<file path="src/rtl/bus_poll_master_if.sv">
// ---------------------------------------------------------------------------
// bus_poll_master_if
// Bundles the command, response and peripheral-bus signals of
// bus_poll_master.
//   command : cmd_valid, cmd_ready, cmd_op[1:0], cmd_addr[15:0],
//             cmd_data[7:0], cmd_mask[7:0], cmd_timeout[15:0], abort
//   response: rsp_valid, rsp_ready, rsp_data[7:0], rsp_err
//   bus     : bus_addr[15:0], bus_we, bus_do[7:0], bus_di[7:0]
//   status  : busy
// modport master : the poll master's view (drives the bus and responses)
// modport slave  : the controller/peripheral side
// ---------------------------------------------------------------------------
interface bus_poll_master_if;
   logic        cmd_valid;
   logic        cmd_ready;
   logic [1:0]  cmd_op;
   logic [15:0] cmd_addr;
   logic [7:0]  cmd_data;
   logic [7:0]  cmd_mask;
   logic [15:0] cmd_timeout;
   logic        abort;
   logic        rsp_valid;
   logic        rsp_ready;
   logic [7:0]  rsp_data;
   logic        rsp_err;
   logic [15:0] bus_addr;
   logic        bus_we;
   logic [7:0]  bus_do;
   logic [7:0]  bus_di;
   logic        busy;

   modport master (
      input  cmd_valid, cmd_op, cmd_addr, cmd_data, cmd_mask, cmd_timeout,
             abort, rsp_ready, bus_di,
      output cmd_ready, rsp_valid, rsp_data, rsp_err, bus_addr, bus_we,
             bus_do, busy
   );

   modport slave (
      output cmd_valid, cmd_op, cmd_addr, cmd_data, cmd_mask, cmd_timeout,
             abort, rsp_ready, bus_di,
      input  cmd_ready, rsp_valid, rsp_data, rsp_err, bus_addr, bus_we,
             bus_do, busy
   );
endinterface

</file>
<file path="src/rtl/bus_poll_master.sv">
// ---------------------------------------------------------------------------
// bus_poll_master
// Command-driven initiator for the 8-bit memory-mapped peripheral bus.
// Turns single write, read and poll-until-match commands into bus cycles and
// returns exactly one response per command.
// Parameters:
//   IDLE_ADDR : address presented whenever no access is in progress
//   POLL_GAP  : idle cycles between successive poll reads (0 = back-to-back)
// Ports:
//   clk, rst  : clock and synchronous active-high reset
//   pif       : bus_poll_master_if.master (command, response, bus, busy)
// ---------------------------------------------------------------------------
module bus_poll_master #(
   parameter logic [15:0] IDLE_ADDR = 16'hFFFF,
   parameter int unsigned POLL_GAP  = 1
) (
   input logic               clk,
   input logic               rst,
   bus_poll_master_if.master pif
);

   localparam logic [1:0]  OP_WR    = 2'b00;
   localparam logic [1:0]  OP_RD    = 2'b01;
   localparam logic [1:0]  OP_RSV   = 2'b11;
   localparam logic [15:0] GAP_LOAD = 16'(POLL_GAP - 1);

   typedef enum logic [1:0] {IDLE, ACCESS, GAP, RESP} state_t;

   state_t      state, state_n;
   logic [1:0]  op_q, op_n;
   logic [15:0] addr_q, addr_n;
   logic [7:0]  data_q, data_n;
   logic [7:0]  mask_q, mask_n;
   logic [15:0] timeout_q, timeout_n;
   logic [15:0] cnt_q, cnt_n;
   logic [15:0] gap_q, gap_n;
   logic [15:0] bus_addr_q, bus_addr_n;
   logic        bus_we_q, bus_we_n;
   logic [7:0]  bus_do_q, bus_do_n;
   logic [7:0]  rsp_data_q, rsp_data_n;
   logic        rsp_err_q, rsp_err_n;

   logic        match;
   logic [15:0] cnt_inc;
   logic        timed_out;

   // Only the masked bits take part in the compare; mask 0 always matches.
   assign match     = ((pif.bus_di ^ data_q) & mask_q) == 8'h00;
   assign cnt_inc   = cnt_q + 16'd1;
   // A zero timeout means unlimited: the counter simply wraps.
   assign timed_out = (timeout_q != 16'd0) && (cnt_inc == timeout_q);

   assign pif.cmd_ready = (state == IDLE);
   assign pif.busy      = (state != IDLE);
   assign pif.rsp_valid = (state == RESP);
   assign pif.rsp_data  = rsp_data_q;
   assign pif.rsp_err   = rsp_err_q;
   assign pif.bus_addr  = bus_addr_q;
   assign pif.bus_we    = bus_we_q;
   assign pif.bus_do    = bus_do_q;

   // Bus outputs are registered from the next state, so the target address
   // appears only during ACCESS and falls back to IDLE_ADDR otherwise
   // (reads of some peripherals have side effects).
   always_comb begin
      state_n    = state;
      op_n       = op_q;
      addr_n     = addr_q;
      data_n     = data_q;
      mask_n     = mask_q;
      timeout_n  = timeout_q;
      cnt_n      = cnt_q;
      gap_n      = gap_q;
      bus_addr_n = IDLE_ADDR;
      bus_we_n   = 1'b0;
      bus_do_n   = bus_do_q;
      rsp_data_n = rsp_data_q;
      rsp_err_n  = rsp_err_q;

      case (state)
         IDLE: begin
            if (pif.cmd_valid) begin
               op_n      = pif.cmd_op;
               addr_n    = pif.cmd_addr;
               data_n    = pif.cmd_data;
               mask_n    = pif.cmd_mask;
               timeout_n = pif.cmd_timeout;
               cnt_n     = 16'd0;
               rsp_err_n = 1'b0;
               if (pif.cmd_op == OP_RSV) begin
                  // Reserved op: answer immediately without touching the bus.
                  state_n    = RESP;
                  rsp_err_n  = 1'b1;
                  rsp_data_n = 8'h00;
               end else begin
                  state_n    = ACCESS;
                  bus_addr_n = pif.cmd_addr;
                  bus_we_n   = (pif.cmd_op == OP_WR);
                  bus_do_n   = pif.cmd_data;
               end
            end
         end

         ACCESS: begin
            case (op_q)
               OP_WR: begin
                  rsp_data_n = data_q;
                  state_n    = RESP;
               end
               OP_RD: begin
                  rsp_data_n = pif.bus_di;
                  state_n    = RESP;
               end
               default: begin
                  // Poll: the read always completes; a match on this read
                  // wins over an abort arriving in the same cycle.
                  rsp_data_n = pif.bus_di;
                  cnt_n      = cnt_inc;
                  if (match) begin
                     state_n   = RESP;
                     rsp_err_n = 1'b0;
                  end else if (pif.abort || timed_out) begin
                     state_n   = RESP;
                     rsp_err_n = 1'b1;
                  end else if (POLL_GAP == 0) begin
                     state_n    = ACCESS;
                     bus_addr_n = addr_q;
                  end else begin
                     state_n = GAP;
                     gap_n   = GAP_LOAD;
                  end
               end
            endcase
         end

         GAP: begin
            if (pif.abort) begin
               state_n   = RESP;
               rsp_err_n = 1'b1;
            end else if (gap_q == 16'd0) begin
               state_n    = ACCESS;
               bus_addr_n = addr_q;
            end else begin
               gap_n = gap_q - 16'd1;
            end
         end

         RESP: begin
            if (pif.rsp_ready) state_n = IDLE;
         end

         default: state_n = IDLE;
      endcase
   end

   always_ff @(posedge clk) begin
      if (rst) begin
         state      <= IDLE;
         bus_addr_q <= IDLE_ADDR;
         bus_we_q   <= 1'b0;
         bus_do_q   <= 8'h00;
         rsp_data_q <= 8'h00;
         rsp_err_q  <= 1'b0;
      end else begin
         state      <= state_n;
         bus_addr_q <= bus_addr_n;
         bus_we_q   <= bus_we_n;
         bus_do_q   <= bus_do_n;
         rsp_data_q <= rsp_data_n;
         rsp_err_q  <= rsp_err_n;
      end
   end

   // Command context is always loaded on accept before use, so it needs no reset.
   always_ff @(posedge clk) begin
      op_q      <= op_n;
      addr_q    <= addr_n;
      data_q    <= data_n;
      mask_q    <= mask_n;
      timeout_q <= timeout_n;
      cnt_q     <= cnt_n;
      gap_q     <= gap_n;
   end

endmodule
</file>
<file path="src/flat_wrapper.sv">
// flat-port wrapper written by rule: the top's interface ports become plain ports
module bus_poll_master_flat 
#(
   parameter logic [15:0] IDLE_ADDR = 16'hFFFF,
   parameter int unsigned POLL_GAP  = 1
)
  (clk, rst, pif_cmd_valid, pif_cmd_op, pif_cmd_addr, pif_cmd_data, pif_cmd_mask, pif_cmd_timeout, pif_abort, pif_rsp_ready, pif_bus_di, pif_cmd_ready, pif_rsp_valid, pif_rsp_data, pif_rsp_err, pif_bus_addr, pif_bus_we, pif_bus_do, pif_busy);
  bus_poll_master_if pif_i ();
  input logic clk;
  input logic rst;
  input wire logic [$bits(pif_i.cmd_valid)-1:0] pif_cmd_valid;
  input wire logic [$bits(pif_i.cmd_op)-1:0] pif_cmd_op;
  input wire logic [$bits(pif_i.cmd_addr)-1:0] pif_cmd_addr;
  input wire logic [$bits(pif_i.cmd_data)-1:0] pif_cmd_data;
  input wire logic [$bits(pif_i.cmd_mask)-1:0] pif_cmd_mask;
  input wire logic [$bits(pif_i.cmd_timeout)-1:0] pif_cmd_timeout;
  input wire logic [$bits(pif_i.abort)-1:0] pif_abort;
  input wire logic [$bits(pif_i.rsp_ready)-1:0] pif_rsp_ready;
  input wire logic [$bits(pif_i.bus_di)-1:0] pif_bus_di;
  output wire logic [$bits(pif_i.cmd_ready)-1:0] pif_cmd_ready;
  output wire logic [$bits(pif_i.rsp_valid)-1:0] pif_rsp_valid;
  output wire logic [$bits(pif_i.rsp_data)-1:0] pif_rsp_data;
  output wire logic [$bits(pif_i.rsp_err)-1:0] pif_rsp_err;
  output wire logic [$bits(pif_i.bus_addr)-1:0] pif_bus_addr;
  output wire logic [$bits(pif_i.bus_we)-1:0] pif_bus_we;
  output wire logic [$bits(pif_i.bus_do)-1:0] pif_bus_do;
  output wire logic [$bits(pif_i.busy)-1:0] pif_busy;
  assign pif_i.cmd_valid = pif_cmd_valid;
  assign pif_i.cmd_op = pif_cmd_op;
  assign pif_i.cmd_addr = pif_cmd_addr;
  assign pif_i.cmd_data = pif_cmd_data;
  assign pif_i.cmd_mask = pif_cmd_mask;
  assign pif_i.cmd_timeout = pif_cmd_timeout;
  assign pif_i.abort = pif_abort;
  assign pif_i.rsp_ready = pif_rsp_ready;
  assign pif_i.bus_di = pif_bus_di;
  assign pif_cmd_ready = pif_i.cmd_ready;
  assign pif_rsp_valid = pif_i.rsp_valid;
  assign pif_rsp_data = pif_i.rsp_data;
  assign pif_rsp_err = pif_i.rsp_err;
  assign pif_bus_addr = pif_i.bus_addr;
  assign pif_bus_we = pif_i.bus_we;
  assign pif_bus_do = pif_i.bus_do;
  assign pif_busy = pif_i.busy;
  bus_poll_master #(.IDLE_ADDR(IDLE_ADDR), .POLL_GAP(POLL_GAP)) u_core (.clk(clk), .rst(rst), .pif(pif_i));
endmodule
</file>
<file path="config.mk">
export PLATFORM = sky130hd
export DESIGN_NAME = bus_poll_master_flat
export DESIGN_NICKNAME = d
export VERILOG_FILES = /design/src/rtl/bus_poll_master_if.sv /design/src/rtl/bus_poll_master.sv /design/src/flat_wrapper.sv
export SDC_FILE = /design/constraint.sdc
export NUM_CORES = 1
export LEC_CHECK = 0
export CORE_ASPECT_RATIO = 1.1
export CORE_UTILIZATION = 50
export CTS_CLUSTER_SIZE = 28
export DETAILED_ROUTE_END_ITERATION = 8
export GPL_ROUTABILITY_DRIVEN = 0
export PLACE_DENSITY_LB_ADDON = 0.1
export RECOVER_POWER = 50
export SYNTH_ARGS = -nofsm -noshare
export SYNTH_HDL_FRONTEND = slang
export SYNTH_SLANG_ARGS = --single-unit
</file>
<file path="constraint.sdc">
create_clock -name clk -period 4 [get_ports clk]
set_input_delay 0.6 -clock clk [delete_from_list [all_inputs] [get_ports clk]]
set_output_delay 0.6 -clock clk [all_outputs]
set_load 0.02 [all_outputs]
</file>
==> results of run 1 <==
==> cells in the final DEF, fill, tap and decap left out, types with 5 or more instances in the layout <==
cell             netlist  layout
dlygate4sd3_1          0      85
edfxtp_1              82      82
o21ai_0               42      42
nor2_1                39      39
nand3_1               36      36
dfxtp_1               36      36
xnor2_1               22      22
nand2_1               20      20
xor2_1                20      20
a21oi_1               20      20
clkbuf_16              0      17
clkdlybuf4s50_1        0      14
inv_1                 13      12
mux2i_1               11      11
nor4_1                 9       9
or4_1                  8       8
or3_1                  8       8
mux2_2                 8       8
nand4_1                7       7
nor3_1                 6       6
and2_1                12       6
a21boi_0               6       6
and2_0                 0       6
ha_1                   6       6
clkbuf_1              13       6
nand2b_1               5       5
==> state kept, by name, summed over array words and instances, names as in the netlist, 8 cells and up <==
register / count
u_core.gap_q: 16
u_core.pif.rsp_data: 8
u_core.pif.bus_addr: 16
u_core.data_q: 8
u_core.cnt_q: 16
u_core.addr_q: 16
u_core.pif.bus_do: 8
u_core.mask_q: 8
u_core.timeout_q: 16
==> metrics by stage <==
| step | power [mW] | hold WS, ps | instances |
|---|---|---|---|
| 2_1_floorplan | 3.10 | 468 | 487 |
| 3_3_place_gp | 3.64 | 438 | 711 |
| 3_5_place_dp | 3.68 | 445 | 711 |
| 4_1_cts | 5.20 | 452 | 743 |
| 5_1_grt | 5.40 | 477 | 744 |
| 6_report | 5.12 | 445 | 744 |
==> kinds of logic (layout without fill, tap and decap cells) <==
family / after synthesis / in the layout / synth area share [%]
xor gates and xnor gates: 42 / 42 / 6.72
adders and majority gates: 6 / 6 / 1.37
other: 0 / 1 / 0
and+or+nand+nor: 173 / 173 / 17.4
AOI/OAI and AO/OA: 93 / 93 / 10.1
buffers and inverters: 36 / 149 / 2.65
muxes: 19 / 19 / 3.66
DFF: 118 / 118 / 58.1
==> where the power goes <==
group | internal [mW] | switching, mW | leakage [nW]
clock | 0.984 | 0.520 | 0.279
sequential | 1.80 | 0.324 | 1.09
combinational | 0.605 | 0.895 | 1.12
==> synthesized netlist by cell type, types with 11 or more instances <==
cell	n
xnor2_1	22
nand3_1	36
nand2_1	20
dfxtp_1	36
clkbuf_1	13
mux2i_1	11
nor2_1	39
a21oi_1	20
inv_1	13
edfxtp_1	82
xor2_1	20
and2_1	12
o21ai_0	42
==> worst max-delay path, delay by kind of cell (launching register included) <==
kind | cells | cell delay [ps]
adders and majority gates | 1 | 320
muxes | 1 | 240
and+or+nand+nor | 4 | 1320
AOI/OAI and AO/OA | 3 | 760
DFF | 1 | 460
==> area by class of cell <==
cell class	instances	area (um2)	share of cell area, %
antenna	1	2.50	0.0349
multi-input combinational	333	2150	30.1
clock buffer	21	450	6.29
inverter	14	52.6	0.734
clock inverter	11	131	1.83
timing repair buffer	103	1010	14.1
tap	143	179	2.50
sequential	118	3180	44.5
==> layer usage <==
metal	wire length, um	track usage [%]
met1	5190	29.3
met2	5920	36.2
met3	857	7.22
met4	280	11.0
met5	0	0
==> worst max path at each step <==
stage | to | cells past startpoint | slack [ps] | start
floorplan | u_core.gap_q[0] | 9 | 970 | u_core.cnt_q[0]
global route | u_core.gap_q[13] | 9 | 330 | u_core.cnt_q[0]
finish | u_core.gap_q[3] | 9 | 540 | u_core.cnt_q[0]
CTS | u_core.gap_q[3] | 9 | 530 | u_core.cnt_q[0]
global placement | u_core.gap_q[2] | 9 | 670 | u_core.cnt_q[0]
detailed placement | u_core.gap_q[3] | 9 | 540 | u_core.cnt_q[0]
==> flow_metrics.tcl, run 1 <==
set metrics [dict create \
    yosysTopAreaCell "edfxtp_1" \
    insertion_delay_ps 420 \
    async_flop_share_pct 0 \
    start_kind "flop" \
    relSlewSlack_pct 27.3 \
    wl_per_cell_um 16.5 \
    critPathArrivalTime_ps 3520 \
    ys_seq_area_share_pct 58.1 \
    grt_use_total_pct 23.2 \
    ctsResizeCount 0 \
    initial_core_util_pct 51.9 \
    worst_path_largest_cell_delay_ps 460 \
    clockBufferDepth 2 \
    portBuffers 99 \
    min-delay-start "u_core.pif.rsp_data[1]" \
    path_cells "ha_1, nand3_1, nor4_1, mux2i_1, o2111ai_1, or4_1, or2_0, o211a_1, o21a_1" \
    io_pins 100 \
    hold_class "flop to flop" \
    power_density_mw_per_mm2 715 \
    n_fill_cell 852 \
    finalSetupViolations 0 \
    cts.sinks 118 \
    vias_per_cell 5.55 \
    fin_area_mm2 0.00716 \
    nNetsFinal 656 \
    crit_fanout 16 \
    core-area_mm2 0.0105 \
    holdBufCountCts 0 \
    post-route-period-util_pct 86.6 \
    dp_hpwl_mm 8.24 \
    hold-path-cell-count 2 \
    worst_ir_drop_vdd_uv 343 \
    fin_crit_ps 3460 \
    grt_pass1_wl_mm 20.0 \
    synth.distinct_cells 55 \
    placed_cell_area_mm2 0.00659 \
    avgSynthCellArea_um2 11.2 \
    wl_mm 12.2 \
    ant_nets 0 \
    yosysTopAreaCellShare_pct 45.0 \
    rows 39 \
    cts_made_buffers 17 \
    grt_overflow 0 \
    critical_path_class "flop to flop" \
    rrSetupSlack_ps 540 \
    yosys_warnings 0 \
    grt_max_degree 51 \
    antenna_found_initial 1 \
    worstReg2RegStart "u_core.cnt_q[0]" \
    grt_pass1_vias 4061 \
    die_x_um 102 \
    ys.flop_type "edfxtp_1" \
    outcome "complete, no violations" \
    ys_ff_latch 118 \
    worstReg2RegEnd "u_core.gap_q[3]" \
    clock.fmax_mhz 289 \
    utilization_pct 67.9 \
    drive_gt1_share_pct 7.67 \
    finalMaxSlewViolations 0 \
    cp.required_ps 4060 \
    detail_route.iter0.violations 188 \
    dieArea_mm2 0.0114 \
    vias 4132 \
    first_pass_iters 5 \
    fin_ws_ps 535 \
    ys_top_cells_by_area "edfxtp_1 (45%), dfxtp_1 (13%), o21ai_0 (3.8%)" \
    path_clk_slew_ps 50 \
    synthCells 487 \
    area_delta_synth_final_pct 30.8 \
    root_buffer "clkbuf_16" \
    tightestPinTransition_ps 1090 \
    worst_path_max_delay_cell "edfxtp_1" \
    cts_tree "built" \
    setup-tns-final_ps 0 \
    post_cts_buffers 0 \
    synth_area_mm2 0.00548 \
    power_leakage_nw 2.48 \
    hold_viol 0 \
    synth-edff-count 82 \
    grt_setup_unrepaired "false" \
    cp-end-kind "flop" \
    fin_skew_ps 7.41 \
    min_to "u_core.pif.rsp_data[1]" \
    drc 0 \
    dp_slack_ps 537 \
    fp.dieH_um 112 \
    mappedNetlistNets 556 \
    htreeDepth 4 \
    reg2reg_depth 9 \
    max_cap_violations 0 \
]
Power figures use the tool's default switching activity.
==> run 2: changes to the inputs <==
Settings changed: CORE_UTILIZATION 50 to 53.
==> run 2 against run 1 <==
Hold slack gained 5.9 ps. Critical path depth is the same. Register-to-register slack gained 40 ps. Via count shrank 1.5%. Critical path type unchanged. Critical endpoint is now u_core.gap_q[4]. Largest cell class unchanged. Largest power group unchanged.
==> flow_metrics.tcl, run 2 (same netlist as run 1, synthesis figures left out) <==
set metrics [dict create \
    outcome "complete, no violations" \
    hold_viol 0 \
    max_cap_violations 0 \
    comb_power_share_pct 29.5 \
    internal-power_mw 3.31 \
    detail_route.iter0.violations 151 \
    nNetsFinal 656 \
    antenna_found_initial 0 \
    fin_ws_ps 573 \
    fin_area_mm2 0.00710 \
    root_buffer "clkbuf_8" \
    switching_share_pct 34.0 \
    drive_gt1_share_pct 8.00 \
    first_pass_iters 4 \
    power_mw 5.02 \
    grt_max_degree 51 \
    dp_cells 688 \
    critical_path_class "flop to flop" \
    grt_overflow 0 \
    post-route-period-util_pct 85.7 \
    die_x_um 98.9 \
    relSlewSlack_pct 27.9 \
    final_cell_mix "dlygate4sd3_1 (84), edfxtp_1 (82), o21ai_0 (42)" \
    crit_fanout 16 \
    power_density_mw_per_mm2 707 \
    setup-tns-final_ps 0 \
    portBuffers 99 \
    fp.dieH_um 109 \
    multi_input_area_mm2 0.00215 \
    start_kind "flop" \
    tightestPinTransition_ps 1080 \
    hold_ws_ps 451 \
    n_fill_cell 746 \
    power_leakage_nw 2.48 \
    fin_skew_ps 5.82 \
    core-area_mm2 0.00994 \
    initial_core_util_pct 55.1 \
    htreeDepth 4 \
    clkPwrFrac_pct 28.3 \
    vias 4071 \
    utilization_pct 71.5 \
    fin_crit_ps 3430 \
    cts_tree "built" \
    clockBufferDepth 2 \
    hold_class "flop to flop" \
    grt_pass1_wl_mm 19.6 \
    io_pins 100 \
    grt_use_total_pct 24.0 \
    insertion_delay_ps 520 \
    n_antenna_cell 0 \
    grt_pass1_vias 4199 \
    seq_area_mm2 0.00318 \
    clock.fmax_mhz 292 \
    final_common_cell "dlygate4sd3_1" \
    placed_cell_area_mm2 0.00656 \
    dp_slack_ps 596 \
    wl_per_cell_um 16.6 \
    dieArea_mm2 0.0107 \
    cts.sinks 118 \
    drc 0 \
    cp.required_ps 4170 \
    rows 38 \
    ant_nets 0 \
    p_seq_share_pct 42.2 \
    cts_made_buffers 17 \
    finalSetupViolations 0 \
    ctsResizeCount 0 \
    grt_setup_unrepaired "false" \
    p_sw_mw 1.71 \
    cp-end-kind "flop" \
    critPathArrivalTime_ps 3600 \
    vias_per_cell 5.65 \
    holdBufCountCts 0 \
    dp_hpwl_mm 8.23 \
    area_delta_synth_final_pct 29.8 \
    wl_mm 11.9 \
    stdcell_count 720 \
    worst_ir_drop_vdd_uv 418 \
    finalMaxSlewViolations 0 \
    post_cts_buffers 0 \
    path_clk_slew_ps 60 \
]
==> run 2: path summary, 6_finish.rpt <==
check	start	cells past startpoint	slack, ps	end
setup / recovery	u_core.cnt_q[0]	9	570	u_core.gap_q[4]
hold / removal	u_core.pif.rsp_data[5]	2	450	u_core.pif.rsp_data[5]
setup reg to reg	u_core.cnt_q[0]	9	570	u_core.gap_q[4]
hold reg to reg	u_core.pif.rsp_data[5]	2	450	u_core.pif.rsp_data[5]
==> run 2: routing by layer <==
| layer | share of wire, % | GRT usage (%) |
|---|---|---|
| met1 | 40 | 27.8 |
| met2 | 51 | 40.3 |
| met3 | 5.8 | 7.50 |
| met4 | 2.7 | 12.2 |
| met5 | 0 | 0 |
==> run 2: critical path: stages, from the launching register on <==
cell	delay, ps
edfxtp_1	470
ha_1	320
and3_1	250
and2_1	200
o21ai_0	90
or3_1	310
or4_1	560
or2_0	220
o211a_1	220
o21a_1	420
==> run 2: power by group through the flow <==
stage / Sequential (mW) / Clock [mW] / Combinational [mW]
after global placement: 2.11 / 0 / 1.51
after floorplan: 2.10 / 0 / 1.00
after global routing: 2.17 / 1.50 / 1.64
after CTS: 2.12 / 1.45 / 1.55
final: 2.12 / 1.42 / 1.48
after detailed placement: 2.13 / 0 / 1.54
==> run 2: final cells by class <==
cell class	instances	share of cell area, %
multi-input cells	333	30.2
well taps	120	2.11
clock buffers	23	6.43
clock inverters	9	1.43
flip-flops and latches	118	44.8
inverters	14	0.740
repair buffers	103	14.3
==> run 3: changes to the inputs <==
Settings changed: CORE_UTILIZATION 53 to 48, CTS_BUF_LIST set to sky130_fd_sc_hd__clkbuf_4, PLACE_DENSITY set to 0.77, PLACE_DENSITY_LB_ADDON 0.1 to not set.
==> run 3 against run 2 <==
Setup slack lost 41 ps. Count of clock-buffer cells in the layout shrank 3. Sequential cell count is the same. First-iteration DRC count grew 20%.
==> flow_metrics.tcl, run 3 (same netlist as run 1, synthesis figures left out) <==
set metrics [dict create \
    outcome "complete, no violations" \
    gr-usage-met1_pct 25.2 \
    dieArea_mm2 0.0118 \
    hold-path-cell-count 2 \
    internal-power_mw 2.97 \
    first_pass_iters 5 \
    fin_area_mm2 0.00692 \
    fp.dieH_um 114 \
    p_seq_share_pct 45.7 \
    placed_cell_area_mm2 0.00659 \
    grt_use_total_pct 21.5 \
    crit_fanout 16 \
    ant_nets 0 \
    dp_cells 714 \
    relSlewSlack_pct 29.1 \
    finalMaxSlewViolations 0 \
    dp_slack_ps 556 \
    power_density_mw_per_mm2 668 \
    critical_path_class "flop to flop" \
    critPathArrivalTime_ps 3650 \
    ctsResizeCount 0 \
    detail_route.iter0.violations 181 \
    nNetsFinal 655 \
    p_sw_mw 1.65 \
    globalRouteMet2Util_pct 36.0 \
    switching_share_pct 35.7 \
    clockBufferDepth 2 \
    wl_mm 12.1 \
    insertion_delay_ps 530 \
    area_delta_synth_final_pct 26.3 \
    worstReg2RegStart "u_core.cnt_q[0]" \
    utilization_pct 62.8 \
    start_kind "flop" \
    stdcell_count 747 \
    cp.required_ps 4180 \
    grt_overflow 0 \
    clock.fmax_mhz 288 \
    fin_crit_ps 3470 \
    power_leakage_nw 2.38 \
    rrSetupSlack_ps 530 \
    die_x_um 104 \
    power_mw 4.62 \
    cts_tree "built" \
    vias_per_cell 5.51 \
    post_cts_buffers 0 \
    worst_ir_drop_vdd_uv 360 \
    holdBufCountCts 0 \
    final_common_cell "dlygate4sd3_1" \
    max_cap_violations 0 \
    final_cell_mix "dlygate4sd3_1 (84), edfxtp_1 (82), o21ai_0 (42)" \
    met3_usage_pct 7.26 \
    grt_pass1_wl_mm 19.8 \
    hold_ws_ps 459 \
    fin_skew_ps 18.9 \
    hold_class "flop to flop" \
    fin_ws_ps 532 \
    initial_core_util_pct 49.7 \
    grt_pass1_vias 4106 \
    drive_gt1_share_pct 8.35 \
    hold_viol 0 \
    root_buffer "clkbuf_4" \
    worstReg2RegEnd "u_core.gap_q[1]" \
    post-route-period-util_pct 86.7 \
    min_to "u_core.pif.rsp_data[1]" \
    min-delay-start "u_core.pif.rsp_data[1]" \
    dp_hpwl_mm 8.42 \
    wl_per_cell_um 16.2 \
    clkPwrFrac_pct 21.9 \
    core-area_mm2 0.0110 \
    cts_made_buffers 17 \
    grt_setup_unrepaired "false" \
    grt_max_degree 51 \
    tightestPinTransition_ps 1060 \
    vias 4113 \
    setup-tns-final_ps 0 \
    reg2reg_depth 9 \
    portBuffers 99 \
    comb_power_share_pct 32.4 \
    htreeDepth 4 \
    rows 40 \
    grt.busiest_layer "met2" \
    path_clk_slew_ps 100 \
    io_pins 100 \
    drc 0 \
    finalSetupViolations 0 \
    cts.sinks 118 \
    antenna_found_initial 1 \
    cp-end-kind "flop" \
]
==> run 3: changes by cell type in the layout (fill, tap and decap cells not counted) <==
cell | previous run | this run
clkinvlp_4 | 1 | 0
and2_1 | 9 | 6
clkbuf_4 | 0 | 20
buf_4 | 2 | 1
diode_2 | 0 | 1
clkinv_1 | 1 | 3
clkbuf_8 | 3 | 0
clkbuf_1 | 6 | 2
clkinv_2 | 5 | 4
a211oi_1 | 1 | 0
a211oi_2 | 0 | 1
clkbuf_16 | 16 | 0
and2_0 | 3 | 6
bufinv_16 | 2 | 5
==> run 3: worst max path at each step <==
stage / startpoint / end / slack, ps / cells past startpoint
floorplan: u_core.cnt_q[0] / u_core.gap_q[0] / 970 / 9
global placement: u_core.cnt_q[0] / u_core.gap_q[5] / 720 / 9
detailed placement: u_core.cnt_q[0] / u_core.gap_q[3] / 560 / 9
CTS: u_core.cnt_q[0] / u_core.gap_q[7] / 550 / 9
global route: u_core.cnt_q[0] / u_core.gap_q[14] / 310 / 9
finish: u_core.cnt_q[0] / u_core.gap_q[1] / 530 / 9
==> run 3: layout make-up <==
class,instances,area (um2)
antenna,1,2.50
multi-input combinational,333,2150
fill,919,4090
clock buffer,20,150
tap,147,184
timing repair buffer,102,1010
inverter,14,52.6
sequential,118,3180
clock inverter,12,186
==> run 3: power by group through the flow <==
stage / sequential [mW] / combinational (mW) / clock [mW]
3_3_place_gp: 2.11 / 1.51 / 0
5_1_grt: 2.16 / 1.66 / 1.07
6_report: 2.11 / 1.50 / 1.01
4_1_cts: 2.11 / 1.56 / 1.02
3_5_place_dp: 2.13 / 1.55 / 0
2_1_floorplan: 2.10 / 1.00 / 0
==> run 3: critical path, cell delays in order (launching register included) <==
cell and delay, ps:
edfxtp_1 470, ha_1 310, nand3_1 200, nor4_1 490
mux2i_1 250, o2111ai_1 110, or4_1 450, or2_0 220
o211a_1 220, o21a_1 410
==> run 3: per-layer routing <==
layer	wire length [um]	vias up
met2	6010	128
met4	316	0
met3	747	30
met1	4990	1946
li1	-	2009
met5	0	-
==> edit (settings of run 2) <==
Encoding of `state_t`: now one-hot (4 bits for 4 states).
--- a/src/rtl/bus_poll_master.sv
+++ b/src/rtl/bus_poll_master.sv
@@ -25,5 +25,5 @@
    localparam logic [15:0] GAP_LOAD = 16'(POLL_GAP - 1);
 
-   typedef enum logic [1:0] {IDLE, ACCESS, GAP, RESP} state_t;
+   typedef enum logic [3:0] {IDLE = 4'b0001, ACCESS = 4'b0010, GAP = 4'b0100, RESP = 4'b1000} state_t;
 
    state_t      state, state_n;
Behaviour: no difference found for any inputs over 10 cycles, from zero or initial values and one cycle with rst high; not proved beyond that.
==> edit against run 2 <==
  * The flow now finishes with violations (design-rule violations)
  * Final area is 2.2% lower
  * Count of clock-buffer cells in the layout is 1 lower
  * Area after synthesis is 1.9% lower
  * Non-clock buffer count is 1 lower
  * Global-route usage is 1.4 points higher
  * Wire length is 4.7% higher
  * Worst setup slack better by 0.030 ns
  * Sequential cell count is 2 higher
  * Largest cell class unchanged
Power is not compared: it rests on default switching activity, and its combinational part moved more than twofold at a synthesized area within 25%.
==> edit: results (changes against run 2) <==
** Run status
- Outcome :: finished, violations left (was completed)
- Violations in the final reports :: design-rule violations

** Cells and area
- Number of fill cells in the layout :: 696 (was 746)
- The fraction of final layout cells with drive strength greater than 1 is 0.06597 (was 0.08000).
- Non-Filler Instances :: 697 (was 720)
- The net total in the final layout was 629 (was 656).

** Global routing
- The met3 track utilization from global routing is 0.08312 (was 0.07498).
- Number of global-route vias before repair :: 4127 (was 4199)
- The wire length of the first global-routing pass was 20.14 mm (was 19.60 mm).
- Overall routing resource usage :: 0.2543 (was 0.2399)
- GRT met2 Usage :: 0.4245 (was 0.4031)
- The initial antenna violation count is 1 (was 0).
- Met1 track demand over resource in global routing :: 0.2936 (was 0.2777)

** Detailed routing
- The number of design-rule violations left by the first detailed-router iteration came to 294 (was 151).
- The DRC violation count after routing came to 1 (was 0).
- Routed WL :: 12.51 mm (was 11.95 mm)
- Length of the first detailed-routing pass in iterations :: 7 (was 4)

** Synth
- Most used standard cells in the synthesized netlist: sky130_fd_sc_hd__edfxtp_1, sky130_fd_sc_hd__nor2_1, sky130_fd_sc_hd__dfxtp_1, sky130_fd_sc_hd__nand2_1, sky130_fd_sc_hd__a21oi_1 (was sky130_fd_sc_hd__edfxtp_1, sky130_fd_sc_hd__o21ai_0, sky130_fd_sc_hd__nor2_1, sky130_fd_sc_hd__dfxtp_1, sky130_fd_sc_hd__nand3_1).
- Most area-consuming cells after synthesis: sky130_fd_sc_hd__edfxtp_1, sky130_fd_sc_hd__dfxtp_1, sky130_fd_sc_hd__nor2_1, sky130_fd_sc_hd__xnor2_1, sky130_fd_sc_hd__xor2_1 (was sky130_fd_sc_hd__edfxtp_1, sky130_fd_sc_hd__dfxtp_1, sky130_fd_sc_hd__o21ai_0, sky130_fd_sc_hd__xnor2_1, sky130_fd_sc_hd__nand3_1).
- The portion of the post-synthesis area used by sequential elements was 0.5998 (was 0.5814).
- The share of synthesized flip-flops with an asynchronous set or reset was 0 (unchanged).
- Netlist area before placement :: 0.005374 mm² (was 0.005475 mm²)
- The synthesized area per cell was 11.56 µm² (was 11.24 µm²).
- Post-synth net total :: 530 (was 556)
- Post-synthesis cell type count :: 57 (was 55)

** STA
- Slew HR :: 0.1341 (was 0.2788)
- Final setup TNS :: 0 ns (unchanged)

** Worst setup path
- The slowest cell on the critical path is sky130_fd_sc_hd__clkdlybuf4s50_1 (was sky130_fd_sc_hd__or4_1).
- Kind of cell adding the most delay to the critical path :: buffers and inverters (was simple AND/OR/NAND/NOR gates)
- The data arrival time of the critical path came to 2.80 ns (was 3.60 ns).
- The maximum fanout along the worst path was 24 (was 16).
- The worst stage delay on the critical path came to 0.67 ns (was 0.56 ns).

** Clock network
- The clock slew seen by the registers of the worst setup and hold paths came to 0.06 ns (about the same).

** Place
- HPWL after detailed placement :: 8.279 mm (was 8.231 mm)
- Cells after DPL :: 665 (was 688)

** Min path
- The path class of the lowest-slack min-delay path is reg2reg (unchanged).
==> edit: worst register-to-register path, cell delays in order, from the launching register on <==
cell and delay (ns):
sky130_fd_sc_hd__edfxtp_1 0.47, sky130_fd_sc_hd__ha_1 0.24, sky130_fd_sc_hd__nand3_1 0.18, sky130_fd_sc_hd__nor4_1 0.55, sky130_fd_sc_hd__xnor3_1 0.23, sky130_fd_sc_hd__o2111ai_1 0.12, sky130_fd_sc_hd__a21o_1 0.19, sky130_fd_sc_hd__o31ai_1 0.30
sky130_fd_sc_hd__nand2_1 0.49
==> edit: path summary, 6_finish.rpt <==
check	start	endpoint	slack [ns]	depth (start not counted)
setup / recovery	u_core.state[3]	pif_cmd_ready	0.60	4
hold / removal	u_core.pif.bus_do[6]	u_core.pif.bus_do[6]	0.49	2
setup reg to reg	u_core.cnt_q[0]	u_core.gap_q[13]	0.81	8
hold reg to reg	u_core.pif.bus_do[6]	u_core.pif.bus_do[6]	0.49	2
==> edit: layout make-up <==
class / count / area, µm² / share of cell area
tap: 120 / 150.1 / 0.02160
timing repair buffer: 102 / 1010 / 0.1453
multi-input combinational: 316 / 1999 / 0.2877
antenna: 1 / 2.502 / 0.0003600
clock buffer: 22 / 464.2 / 0.06679
sequential: 120 / 3223 / 0.4637
inverter: 7 / 26.28 / 0.003780
clock inverter: 9 / 75.07 / 0.01080
==> edit: kinds of logic after synthesis <==
logic type,count (synthesis),share of synthesized area
AND/OR/NAND/NOR,178,0.1753
flip-flops,120,0.5998
AO/OA/AOI/OAI,82,0.1034
XOR/XNOR,46,0.07753
buffers and inverters,29,0.02445
multiplexers,8,0.01490
adder cells (fa/ha/maj),2,0.004656
==> edit: metrics by stage <==
| step | worst slack [ns] | utilization | hold slack, ns | instance area [µm²] |
|---|---|---|---|---|
| after floorplan | 0.7229 | - | 0.5058 | 5374 |
| after global placement | 1.033 | 0.6536 | 0.4697 | 6432 |
| after CTS | 0.8362 | 0.7084 | 0.5084 | 6972 |
| after detailed placement | 0.8490 | 0.6536 | 0.4823 | 6432 |
| final | 0.6028 | 0.7062 | 0.4903 | 6950 |
| after global routing | 0.4825 | 0.7062 | 0.5300 | 6950 |
==> edit: power by group <==
part,switching [mW],total [mW],internal [mW]
logic,0.429,0.738,0.309
clock network,0.513,1.38,0.865
registers,0.140,1.70,1.56
total,1.08,3.81,2.73
==> edit: routing by layer <==
metal / up-vias / share of wire
met2: 164 / 0.50
met4: 0 / 0.024
met5: - / 0
met1: 1907 / 0.41
li1: 1913 / -
met3: 33 / 0.072
